--- config.mk ---
export PLATFORM = sky130hd
export DESIGN_NAME = alu_sequencer
export DESIGN_NICKNAME = d
export VERILOG_FILES = /design/src/rtl/alu_sequencer.sv
export SDC_FILE = /design/constraint.sdc
export NUM_CORES = 1
export LEC_CHECK = 0
export CAP_MARGIN = 0
export CORE_UTILIZATION = 39
export CTS_CLUSTER_DIAMETER = 30
export CTS_CLUSTER_SIZE = 20
export DETAILED_ROUTE_END_ITERATION = 16
export PLACE_DENSITY = 0.8
export SLEW_MARGIN = 20
export SYNTH_ARGS = -nofsm -noshare
export SYNTH_HDL_FRONTEND = slang
export SYNTH_SLANG_ARGS = --single-unit
export TNS_END_PERCENT = 10
--- constraint.sdc ---
create_clock -name clk -period 4.41 [get_ports clk]
set_input_delay 1.1025 -clock clk [delete_from_list [all_inputs] [get_ports clk]]
set_output_delay 1.1025 -clock clk [all_outputs]
set_load 0.005 [all_outputs]
--- src/rtl/alu_sequencer.sv ---
// -----------------------------------------------------------------------------
// alu_sequencer
//
// Multi-cycle control FSM for a 16-bit CR16-style datapath. It fetches an
// instruction, decodes it, and drives the ALU operation, register-file
// addresses, immediate/writeback/PC selects and the memory handshake. It also
// owns the architectural PSR and evaluates Jcond/Bcond conditions from it.
//
// Instruction encoding assumes WIDTH = 16: op = ir[15:12], cond/Rdest =
// ir[11:8], ext = ir[7:4], Rsrc/Raddr = ir[3:0].
//
// Ports
//   clk        in   rising-edge clock
//   reset      in   asynchronous, active-low reset
//   instr      in   memory read data, captured into ir_out in FETCH
//   mem_ready  in   memory completes the current request this cycle
//   psr_flags  in   ALU flags: bit0 C, bit2 L, bit5 F, bit6 Z, bit7 N
//   mem_req    out  memory request valid
//   mem_we     out  memory write (STOR)
//   addr_sel   out  0: address = PC, 1: address = R[rb_addr]
//   ir_out     out  instruction register
//   alu_cont   out  ALU operation select (non-zero only in EXEC)
//   imm_sel    out  ALU b operand comes from the immediate field
//   ra_addr    out  ir[11:8] (Rdest)
//   rb_addr    out  ir[3:0]  (Rsrc/Raddr)
//   reg_write  out  register file write strobe
//   wb_sel     out  0: ALU, 1: memory data, 2: PC+1
//   pc_en      out  PC update strobe
//   pc_src     out  0: PC+1, 1: PC+sext(disp8), 2: R[rb_addr]
//   psr        out  latched PSR, same layout as psr_flags
// -----------------------------------------------------------------------------
module alu_sequencer #(
  parameter int WIDTH         = 16,
  parameter int ALU_CONT_BITS = 6,
  parameter int REG_ADDR_BITS = 4
) (
  input  logic                     clk,
  input  logic                     reset,
  input  logic [WIDTH-1:0]         instr,
  input  logic                     mem_ready,
  input  logic [WIDTH-1:0]         psr_flags,
  output logic                     mem_req,
  output logic                     mem_we,
  output logic                     addr_sel,
  output logic [WIDTH-1:0]         ir_out,
  output logic [ALU_CONT_BITS-1:0] alu_cont,
  output logic                     imm_sel,
  output logic [REG_ADDR_BITS-1:0] ra_addr,
  output logic [REG_ADDR_BITS-1:0] rb_addr,
  output logic                     reg_write,
  output logic [1:0]               wb_sel,
  output logic                     pc_en,
  output logic [1:0]               pc_src,
  output logic [WIDTH-1:0]         psr
);

  typedef enum logic [2:0] {
    S_FETCH,
    S_DECODE,
    S_EXEC,
    S_MEM,
    S_BRANCH
  } state_t;

  localparam int FLAG_C = 0;
  localparam int FLAG_L = 2;
  localparam int FLAG_F = 5;
  localparam int FLAG_Z = 6;
  localparam int FLAG_N = 7;

  state_t state, state_next;

  // Set on the first clock edge after reset is released. It keeps FETCH from
  // requesting memory during the release cycle, so mem_req first rises one
  // edge later and drops asynchronously whenever reset is asserted.
  logic started;

  // ---------------------------------------------------------------------------
  // Instruction decode (from the latched instruction register)
  // ---------------------------------------------------------------------------
  logic [3:0] op, ext, cond;
  logic       rr_alu, imm_alu, is_lui, is_load, is_stor, is_jal, is_jcond, is_bcond;
  logic [3:0] alu_code;
  logic       is_cmp, loads_cf, cond_true;

  // The eight ALU codes shared by the register-register ext field and the
  // immediate-form opcode field.
  function automatic logic is_alu_code(input logic [3:0] code);
    return code inside {4'h1, 4'h2, 4'h3, 4'h5, 4'h6, 4'h9, 4'hB, 4'hD};
  endfunction

  assign op   = ir_out[15:12];
  assign cond = ir_out[11:8];
  assign ext  = ir_out[7:4];

  assign ra_addr = ir_out[8 +: REG_ADDR_BITS];
  assign rb_addr = ir_out[0 +: REG_ADDR_BITS];

  assign rr_alu   = (op == 4'h0) && is_alu_code(ext);
  assign imm_alu  = is_alu_code(op);
  assign is_lui   = (op == 4'hF);
  assign is_load  = (op == 4'h4) && (ext == 4'h0);
  assign is_stor  = (op == 4'h4) && (ext == 4'h4);
  assign is_jal   = (op == 4'h4) && (ext == 4'h8);
  assign is_jcond = (op == 4'h4) && (ext == 4'hC);
  assign is_bcond = (op == 4'hC);

  // Register-register ops carry their ALU code in ext, immediate ops in op.
  assign alu_code = rr_alu ? ext : op;
  assign is_cmp   = (rr_alu || imm_alu) && (alu_code == 4'hB);
  assign loads_cf = (rr_alu || imm_alu) && ((alu_code == 4'h5) || (alu_code == 4'h9));

  always_comb begin
    unique case (cond)
      4'h0:    cond_true =  psr[FLAG_Z];
      4'h1:    cond_true = !psr[FLAG_Z];
      4'h2:    cond_true =  psr[FLAG_C];
      4'h3:    cond_true = !psr[FLAG_C];
      4'h4:    cond_true =  psr[FLAG_L];
      4'h5:    cond_true = !psr[FLAG_L];
      4'h6:    cond_true =  psr[FLAG_N];
      4'h7:    cond_true = !psr[FLAG_N];
      4'h8:    cond_true =  psr[FLAG_F];
      4'h9:    cond_true = !psr[FLAG_F];
      4'hA:    cond_true = !psr[FLAG_L] && !psr[FLAG_Z];
      4'hB:    cond_true =  psr[FLAG_L] ||  psr[FLAG_Z];
      4'hC:    cond_true = !psr[FLAG_N] && !psr[FLAG_Z];
      4'hD:    cond_true =  psr[FLAG_N] ||  psr[FLAG_Z];
      4'hE:    cond_true = 1'b1;
      default: cond_true = 1'b0;
    endcase
  end

  // ---------------------------------------------------------------------------
  // State, instruction register and PSR
  // ---------------------------------------------------------------------------
  // NOTE: sequential state uses non-blocking assignments so every register
  // samples pre-edge values regardless of statement order.
  always_ff @(posedge clk or negedge reset) begin
    if (!reset) begin
      state   <= S_FETCH;
      started <= 1'b0;
      ir_out  <= '0;
      psr     <= '0;
    end else begin
      started <= 1'b1;
      state   <= state_next;
      if ((state == S_FETCH) && started && mem_ready) begin
        ir_out <= instr;
      end
      // Flags are committed only on the EXEC edge, and only the bits owned
      // by the executing instruction class.
      if (state == S_EXEC) begin
        if (loads_cf) begin
          psr[FLAG_C] <= psr_flags[FLAG_C];
          psr[FLAG_F] <= psr_flags[FLAG_F];
        end
        if (is_cmp) begin
          psr[FLAG_N] <= psr_flags[FLAG_N];
          psr[FLAG_Z] <= psr_flags[FLAG_Z];
          psr[FLAG_L] <= psr_flags[FLAG_L];
        end
      end
    end
  end

  // ---------------------------------------------------------------------------
  // Next state and control outputs
  // ---------------------------------------------------------------------------
  // NOTE: every output gets a default before the case so no path through the
  // block leaves a signal unassigned, which would infer a latch.
  always_comb begin
    state_next = state;
    mem_req    = 1'b0;
    mem_we     = 1'b0;
    addr_sel   = 1'b0;
    alu_cont   = '0;
    imm_sel    = 1'b0;
    reg_write  = 1'b0;
    wb_sel     = 2'd0;
    pc_en      = 1'b0;
    pc_src     = 2'd0;

    unique case (state)
      S_FETCH: begin
        if (started) begin
          mem_req = 1'b1;
          if (mem_ready) state_next = S_DECODE;
        end
      end

      S_DECODE: begin
        if (rr_alu || imm_alu || is_lui) begin
          state_next = S_EXEC;
        end else if (is_load || is_stor) begin
          state_next = S_MEM;
        end else if (is_jal || is_jcond || is_bcond) begin
          state_next = S_BRANCH;
        end else begin
          // Unrecognised encodings retire as a NOP.
          pc_en      = 1'b1;
          state_next = S_FETCH;
        end
      end

      S_EXEC: begin
        alu_cont   = is_lui ? '1 : ALU_CONT_BITS'(alu_code);
        imm_sel    = imm_alu || is_lui;
        reg_write  = !is_cmp;
        pc_en      = 1'b1;
        state_next = S_FETCH;
      end

      S_MEM: begin
        mem_req  = 1'b1;
        addr_sel = 1'b1;
        mem_we   = is_stor;
        if (mem_ready) begin
          reg_write  = is_load;
          wb_sel     = is_load ? 2'd1 : 2'd0;
          pc_en      = 1'b1;
          state_next = S_FETCH;
        end
      end

      S_BRANCH: begin
        pc_en      = 1'b1;
        state_next = S_FETCH;
        if (is_jal) begin
          reg_write = 1'b1;
          wb_sel    = 2'd2;
          pc_src    = 2'd2;
        end else if (is_jcond && cond_true) begin
          pc_src = 2'd2;
        end else if (is_bcond && cond_true) begin
          pc_src = 2'd1;
        end
      end

      default: state_next = S_FETCH;
    endcase
  end

  // Flag bits the sequencer never latches.
  logic unused_flags;
  assign unused_flags = ^{psr_flags[WIDTH-1:8], psr_flags[4:3], psr_flags[1]};

endmodule

==> qor.yml <==
timing_worst_setup_path_type: "flip-flop to output port"
first_global_vias: 1333
rows: 23
placed_cell_area_mm2: 0.00225
drcViolationCount: 0
area_growth_syn_to_layout_pct: 33.7
yosysSeqAreaShare_pct: 36.5
numClockSinks: 25
synth.ff_latch_count: 25
hold_path_end: "ir_out[3]$_DFFE_PN0P_"
worst_slew_margin_rel_pct: 51.6
mapped_cells: 182
synthesis.area_mm2: 0.00171
root_buffer: "clkbuf_8"
globalRouteOverflowTotal: 0
cts_max_path_buffers: 2
path_max_fanout: 11
vias_per_cell: 5.20
synth.avg_cell_area_um2: 9.42
max_freq_mhz: 254
rrSetupSlack_ns: 2.24
synth_edf_count: 0
drt.antenna.violating_nets: 0
cts_tree: "done"
routed_wirelength_mm: 3.90
dr_total_vias: 1467
starting_density_of_the_core_pct: 41.7
port_buffers: 68
layout.cells.non_filler: 282
grt_use_met1_pct: 24.2
synth_ff_type: "dfrtp_1"
worst_hold_startpoint: "ir_out[3]$_DFFE_PN0P_"
grt_setup_unrepaired: "no"
final_net_count: 268
drt-initial-drc-count: 118
timing.hold.worst_path_depth: 1
timing.critical_path.arrival_ns: 2.83
num_antenna_cells: 0
grt_util_met3_pct: 3.17
final.period_utilization_pct: 89.1
final.hold.worst_slack_ns: 0.540
post-cts-setup-buffer-count: 0
placedCellCount: 278
worst-slew-pin-transition_ns: 0.727
synth.top_cell.area_share_pct: 36.5
clock-skew-final_ns: 0.00270
worst_skew_pair_latency_ns: 0.27
timing.final.setup_violations: 0
cts.reportedPaths.clkPinSlew_ns: 0.08
cts_repair_resize_count: 0
fin_total_pwr_mw: 1.10
core_mm2: 0.00412
setup_total_negative_slack_ns: 0
tritoncts.num_buffers: 3
ctsHoldBuffers: 0
grt_util_met2_pct: 29.5
grt_util_all_layers_pct: 18.4
drive_above_1_share_pct: 12.5
required_time_at_the_endpoint_of_the_critical_path_ns: 3.31
power_per_cell_area_mw_per_mm2: 481
final-hold-violation-count: 0
chipWidth_um: 68.3
run_status: "finished, final reports clean"
leakage_nw: 0.947
htreeDepth: 1
critical_path.reg2reg.startpoint: "ir_out[4]$_DFFE_PN0P_"
area_of_all_placed_cells_without_fillers_mm2: 0.00229
synth.top_cells.by_area: "dfrtp_1 (36%), mux2_2 (14%), buf_4 (9.2%)"
post_synth_num_cell_types: 43
max-vdd-ir-drop_uv: 279
grt-busiest-layer: "met2"
ys.warnings.count: 11
drv.max_cap_violation_count: 0
synth-async-reset-ratio_pct: 100
largest_net_degree_at_the_start_of_global_routing: 26
worst_r2r_endpoint: "psr[2]$_DFFE_PN0P_"
min-delay-path-class: "flip-flop to flip-flop"
worst_case_reg_to_reg_path_depth: 5
grt_pass1_wl_mm: 6.31
setup.worst_path.start_class: "flip-flop"
drtPass1Iterations: 4
final_period_minus_worst_setup_slack_ns: 3.93
floorplan.io_pins: 91
synth_area_leader_cell: "dfrtp_1"
die_span_y_um: 68.3
number_of_antenna_violations_at_the_first_check_in_global_routing: 0
routedWlPerCell_um: 13.8
end_kind: "output port"
slew_violations: 0
gp_congestion: 0.874
die-area_mm2: 0.00466
hpwl_after_detailed_placement_mm: 2.89
## per-stage QoR
stage / util, % / setup WS, ns
2_1_floorplan: - / 1.47
3_3_place_gp: 54.7 / 0.559
3_5_place_dp: 54.6 / 0.590
6_report: 55.7 / 0.479
5_1_grt: 55.7 / 0.361
4_1_cts: 55.7 / 0.492
## logic make-up (layout without fill, tap and decap cells)
kind of cell / Yosys count / after routing / share of synthesized area [%]
and+or+nand+nor: 60 / 60 / 18.7
DFF: 25 / 25 / 36.5
xor gates and xnor gates: 3 / 3 / 1.53
other: 2 / 12 / 0.438
AOI/OAI and AO/OA: 30 / 30 / 12.0
buffers and inverters: 39 / 79 / 15.9
muxes: 23 / 23 / 15.0
## power breakdown
group / switching [mW] / leakage (nW) / internal, mW
combinational: 0.190 / 0.619 / 0.337
sequential: 0.142 / 0.305 / 0.297
clock: 0.0722 / 0.0228 / 0.0648
## cells in the final DEF, fill, tap and decap left out, types with 2 or more instances in the layout
master	instances
o211ai_1	2
xor2_1	3
a31oi_1	3
nor2_1	16
clkbuf_8	3
inv_1	6
or3_1	4
and2_1	2
a21oi_1	8
nor3_1	7
conb_1	12
and3_1	2
nor4_1	4
o32ai_1	2
mux2i_1	2
nor3b_1	2
nand2_1	12
o21ai_0	4
clkdlybuf4s50_1	67
mux2_2	21
nand2b_1	2
o211a_1	2
a32oi_1	2
dfrtp_1	25
## worst max path at each step
stage	start	endpoint	slack, ns	cells past startpoint
after detailed placement	mem_ready	reg_write	0.59	6
after CTS	ir_out[5]$_DFFE_PN0P_	pc_en	0.49	6
after global placement	mem_ready	reg_write	0.56	6
after floorplan	ir_out[5]$_DFFE_PN0P_	pc_en	1.47	6
final	ir_out[5]$_DFFE_PN0P_	pc_en	0.48	6
after global routing	ir_out[13]$_DFFE_PN0P_	pc_en	0.36	6
## Yosys cell counts, types with 3 or more instances
library cell	n
dfrtp_1	25
nor3_1	7
buf_4	21
o21ai_0	4
buf_6	5
mux2_2	21
or3_1	4
inv_1	6
nand2_1	12
a21oi_1	8
xor2_1	3
nor4_1	4
clkbuf_1	5
nor2_1	16
a31oi_1	3
## per-layer routing
layer,wire (um),part of all wire [%]
met5,0,0
met4,61,1.6
met3,289,7.4
met2,1850,47
met1,1710,44
## state kept, by name (all words and copies together) (netlist names)
name and flops:
ir_out 16, psr 5, state 3, started 1
## critical path, stage by stage (launching register included)
cell             delay [ns]
dfrtp_1                0.56
a21boi_0               0.15
o211a_1                0.30
or3b_1                 0.41
or4b_1                 0.49
o211ai_1               0.12
clkdlybuf4s50_1        0.53
## area by class of cell
type,count,area [um^2]
Clock buffer,4,45.0
Fill cell,394,1820
Inverter,6,22.5
Multi-Input combinational cell,128,853
Sequential cell,25,626
Tap cell,50,62.6
Timing Repair Buffer,69,683
Power figures use the tool's default switching activity.
